[src/rtl/wb_arbiter.sv]
// wb_arbiter: round-robin arbiter that shares the single write-back port
// among NREQ execution-stage producers. One producer is granted per cycle
// into a registered output stage that drives the write-back consumer.
//
// Optional feature: define WB_ARBITER_STALL_CNT_EN to add per-producer
// saturating stall counters (parameter CNTW, port stall_cnt_o).
//
// Reset (arst_i) is synchronous and active-high. flush_i empties the output
// stage without moving the round-robin pointer.

module wb_arbiter #(
    parameter int NREQ = 4,
    parameter int TAGW = 8,
    parameter int SRCW = 2
`ifdef WB_ARBITER_STALL_CNT_EN
    ,
    parameter int CNTW = 16
`endif
) (
    input  logic                 clk_i,
    input  logic                 arst_i,
    input  logic                 flush_i,
    input  logic [NREQ-1:0]      req_valid_i,
    input  logic [NREQ*TAGW-1:0] req_itag_i,
    output logic [NREQ-1:0]      req_ready_o,
    output logic                 wb_valid_o,
    output logic [TAGW-1:0]      wb_itag_o,
    output logic [SRCW-1:0]      wb_src_o,
    input  logic                 wb_ready_i
`ifdef WB_ARBITER_STALL_CNT_EN
    ,
    output logic [NREQ*CNTW-1:0] stall_cnt_o
`endif
);

    // Output stage and round-robin pointer.
    logic            wb_valid_q, wb_valid_d;
    logic [TAGW-1:0] wb_itag_q,  wb_itag_d;
    logic [SRCW-1:0] wb_src_q,   wb_src_d;
    logic [SRCW-1:0] rr_ptr_q,   rr_ptr_d;

    // Arbitration results for the current cycle.
    logic            load_en;
    logic [NREQ-1:0] grant;
    logic            any_grant;
    logic [SRCW-1:0] grant_idx;
    logic [TAGW-1:0] grant_itag;

    // The output stage can accept a new item when it is empty or is being
    // drained this cycle; this is the only path from wb_ready_i to req_ready_o.
    assign load_en   = !wb_valid_q || wb_ready_i;
    assign any_grant = |grant;

    // Circular priority search for the first valid producer at or after rr_ptr.
    always_comb begin
        int   pos;
        logic found;
        // NOTE: every variable written here gets a default first, so no path
        // leaves it unassigned and no latch is inferred.
        grant = '0;
        pos   = 0;
        found = 1'b0;
        if (load_en && !flush_i && !arst_i) begin
            for (int off = 0; off < NREQ; off++) begin
                pos = int'(rr_ptr_q) + off;
                if (pos >= NREQ) begin
                    pos = pos - NREQ;
                end
                if (!found && req_valid_i[SRCW'(pos)]) begin
                    found                = 1'b1;
                    grant[SRCW'(pos)]    = 1'b1;
                end
            end
        end
    end

    // Encode the one-hot grant into an index and select that producer's itag.
    always_comb begin
        grant_idx  = '0;
        grant_itag = '0;
        for (int i = 0; i < NREQ; i++) begin
            if (grant[i]) begin
                grant_idx  = SRCW'(i);
                grant_itag = req_itag_i[i*TAGW +: TAGW];
            end
        end
    end

    // Next-state for the output stage and the round-robin pointer.
    always_comb begin
        wb_valid_d = wb_valid_q;
        wb_itag_d  = wb_itag_q;
        wb_src_d   = wb_src_q;
        rr_ptr_d   = rr_ptr_q;

        if (flush_i) begin
            // The item on the output (if any) is dropped or, with wb_ready_i
            // high, treated as consumed; nothing new loads this cycle.
            wb_valid_d = 1'b0;
        end else if (load_en) begin
            wb_valid_d = any_grant;
            wb_itag_d  = grant_itag;
            wb_src_d   = grant_idx;
        end

        // Advance past the winner; explicit wrap handles NREQ that is not a
        // power of two. grant is already zero under flush, so the pointer holds.
        if (any_grant) begin
            if (int'(grant_idx) == NREQ - 1) begin
                rr_ptr_d = '0;
            end else begin
                rr_ptr_d = grant_idx + SRCW'(1);
            end
        end
    end

    // Register the output stage and pointer; reset wins over everything.
    always_ff @(posedge clk_i) begin
        // NOTE: sequential state uses non-blocking assignments so every
        // register samples the pre-edge values of the others.
        if (arst_i) begin
            wb_valid_q <= 1'b0;
            wb_itag_q  <= '0;
            wb_src_q   <= '0;
            rr_ptr_q   <= '0;
        end else begin
            wb_valid_q <= wb_valid_d;
            wb_itag_q  <= wb_itag_d;
            wb_src_q   <= wb_src_d;
            rr_ptr_q   <= rr_ptr_d;
        end
    end

    assign req_ready_o = grant;
    assign wb_valid_o  = wb_valid_q;
    assign wb_itag_o   = wb_itag_q;
    assign wb_src_o    = wb_src_q;

`ifdef WB_ARBITER_STALL_CNT_EN
    logic [NREQ-1:0][CNTW-1:0] stall_cnt_q, stall_cnt_d;

    // A producer stalls when it is valid but not accepted; flush cycles are
    // not counted, and counters saturate at all-ones instead of wrapping.
    always_comb begin
        stall_cnt_d = stall_cnt_q;
        for (int i = 0; i < NREQ; i++) begin
            if (req_valid_i[i] && !grant[i] && !flush_i &&
                stall_cnt_q[i] != {CNTW{1'b1}}) begin
                stall_cnt_d[i] = stall_cnt_q[i] + CNTW'(1);
            end
        end
    end

    // Stall counters clear only on reset; flush leaves them intact.
    always_ff @(posedge clk_i) begin
        if (arst_i) begin
            stall_cnt_q <= '0;
        end else begin
            stall_cnt_q <= stall_cnt_d;
        end
    end

    assign stall_cnt_o = stall_cnt_q;
`else
    // No stall counters in this build; the arbitration path is unchanged.
`endif

endmodule
[config.mk]
export PLATFORM = sky130hd
export DESIGN_NAME = wb_arbiter
export DESIGN_NICKNAME = d
export VERILOG_FILES = /design/src/rtl/wb_arbiter.sv
export SDC_FILE = /design/constraint.sdc
export NUM_CORES = 1
export LEC_CHECK = 0
export BUFFER_PORTS_ARGS = -buffer_cell sky130_fd_sc_hd__buf_2
export CORE_MARGIN = 3
export CORE_UTILIZATION = 45
export DETAILED_ROUTE_END_ITERATION = 12
export PLACE_DENSITY_LB_ADDON = 0.05
export SYNTH_ARGS = -nofsm -noshare
export SYNTH_HDL_FRONTEND = slang
export SYNTH_SLANG_ARGS = --single-unit
[constraint.sdc]
create_clock -name clk_i -period 3.9 [get_ports clk_i]
set_input_delay 0.39 -clock clk_i [delete_from_list [all_inputs] [get_ports clk_i]]
set_output_delay 0.39 -clock clk_i [all_outputs]
set_load 0.02 [all_outputs]
==> qor.yml <==
ys_seq_elements: 13
cts_sinks: 13
dieHeight_um: 59.4
nNetsFinal: 241
area_growth_pct: 23.1
path_clk_slew_ns: 0.08
postCtsHoldBufs: 0
hp-class: "in2reg"
path_max_fanout: 22
vias: 1316
place_area_um2: 1560
rsz0062_at_grt: "false"
post_drt_via_cell_ratio: 5.93
slew_headroom_pct: 64.8
grt_max_degree: 23
cts.repair.resized: 0
cts_max_level: 1
cts_buffer_depth: 2
finalCoreUtilization_pct: 61.1
synth_top_area_share_pct: 20.3
crit_type: "reg2out"
leakage_uw: 0.000810
yosysTopAreaCell: "dfxtp_1"
cap_violations: 0
drt_iter0_markers: 40
seq_area_frac_synth_pct: 20.3
min_period_ns: 3.05
syn-cell-area_um2: 1280
critPathBufInv: 3
ir_worst_vdd_mv: 0.277
drt_pass1_iterations: 4
hold_violations: 0
min_period_over_period_pct: 78.1
min_from: "flush_i"
avgRoutedWirePerCell_um: 15.2
crit_required_ns: 3.51
netlist_instances: 139
ys.flop_type: "dfxtp_1"
fin_area_um2: 1580
grt_antenna_before_repair: 0
numCtsBuffers: 3
setup_viol: 0
critPathLaunch: "rr_ptr_q[0]$_SDFFE_PP0P_"
die_w_um: 59.4
timing.hold.ws_ns: 0.327
crit_family: "buffers and inverters"
place.gp.congestion: 0.804
synth_edf_count: 0
tns_ns: 0
pin_count: 55
worstSkewPairLatency_ns: 0.28
worst_ep_arrival_time_ns: 2.66
crit_chain: "inv_1, ha_1, or3b_2, o22ai_1, nand2_1, a31oi_2, buf_4, buf_2"
wirelength_mm: 3.37
grt_pass1_wl_mm: 5.30
root_buffer: "clkbuf_4"
io_buffers: 54
cts_tree: "yes"
drt_drc_violations_left: 0
slowest_stage: "or3b_2"
multiInputGateArea_um2: 916
crit-reg2reg-launch: "rr_ptr_q[0]$_SDFFE_PP0P_"
crit_path_start_kind: "register"
cpPeakStageDelay_ns: 0.47
core-area_um2: 2590
worst_pin_slew_ns: 0.526
synth_area_leaders: "dfxtp_1 20%, ha_1 7.8%, a221o_1 6.2%, a22o_1 4.8%, a21o_1 4.1%"
dpl.hpwl_mm: 2.58
async_reset_ff_share_pct: 0
synthesis.nets: 187
ys_types: 49
gr-usage-all-layers_pct: 19.7
ant_nets: 0
num_rows: 18
drive_above_1_share_pct: 41.7
finClkSkew_ns: 0.00111
fmax_mhz: 328
synthMostInstantiatedCell: "dfxtp_1"
overflow: 0
yosysWarnings: 0
end_kind: "output pin"
start_util_pct: 49.6
ys_top_cells_by_count: "13 x dfxtp_1, 11 x inv_1, 10 x a21oi_1, 8 x a221o_1, 8 x ha_1"
report.power.total_uw: 541
grt_pass1_vias: 1193
status: "finished clean"
avgSynthCellArea_um2: 9.24
cts_setup_buffers: 0
powerDensity_nw_per_um2: 342
n_fill_cell: 250
maxSlewViolCount: 0
regArea_um2: 260
n_antenna_cell: 0
die_area_um2: 3530
-- worst reg2reg max path: cells and delay by family (launching register included) --
| family | cells | cell delay (ns) |
|---|---|---|
| AND/OR/NAND/NOR | 3 | 1.05 |
| AO/OA/AOI/OAI | 4 | 0.90 |
| adder cells (fa/ha/maj) | 1 | 0.36 |
| flip-flops | 1 | 0.31 |
| buffers and inverters | 1 | 0.23 |
-- state kept, by name (all words and copies together) (netlist names) --
name,count
rr_ptr_q,2
wb_valid_o,1
wb_itag_o,8
wb_src_o,2
-- worst paths after layout --
kind / cells past startpoint / slack [ns] / to
hold reg to reg: 1 / 0.48 / wb_itag_o[5]$_SDFFE_PP0P_
setup reg to reg: 9 / 0.99 / wb_itag_o[5]$_SDFFE_PP0P_
hold / removal: 2 / 0.33 / wb_valid_o$_SDFFE_PP0N_
setup / recovery: 8 / 0.85 / req_ready_o[3]
-- cell type report --
cell class / instances / area share, %
inverter: 11 / 2.61
multi-input combinational: 106 / 57.9
clock buffer: 4 / 1.66
tap: 30 / 2.37
timing repair buffer: 58 / 19.0
sequential: 13 / 16.5
-- metrics by stage --
step | worst slack (ns) | instances
after global routing | 0.698 | 222
after detailed placement | 1.01 | 218
after floorplan | 0.979 | 139
after global placement | 1.11 | 218
final | 0.853 | 222
after CTS | 0.853 | 222
-- placed cells by master (no fill, tap or decap), types with 2 or more instances in the layout --
cell	count
a32oi_1	2
a221o_1	8
and3_1	2
or3b_2	3
nor3b_1	3
nand3b_1	2
nor3_1	6
nor2b_1	2
nand2_1	3
o211ai_1	2
dfxtp_1	13
nor2_1	5
a22o_1	7
a211o_1	2
a21o_1	7
inv_1	11
buf_4	4
a21oi_1	10
nand2b_1	3
a211oi_1	3
mux2_2	3
ha_1	8
clkbuf_4	3
buf_2	54
-- power breakdown --
part	leakage, uW	switching [uW]	internal, uW
clock network	0.0000150	45.2	39.7
registers	0.000106	6.53	147
logic	0.000689	170	133
total	0.000810	222	320
-- per-layer routing --
metal,vias to the layer above,track usage [%],share of wire [%]
met3,8,6.97,6.6
met4,0,6.80,1.6
met1,621,24.7,45
met2,42,31.0,46
met5,-,0,0
li1,645,-,-
-- kinds of logic (layout without fill, tap and decap cells) --
| family | Yosys count | after routing | share of synthesized area (%) |
|---|---|---|---|
| AOI/OAI and AO/OA | 54 | 54 | 36.1 |
| adders and majority gates | 8 | 8 | 7.79 |
| buffers and inverters | 20 | 73 | 8.47 |
| DFF | 13 | 13 | 20.3 |
| muxes | 5 | 5 | 6.43 |
| and+or+nand+nor | 39 | 39 | 20.9 |
(Power assumes the default switching activity.)
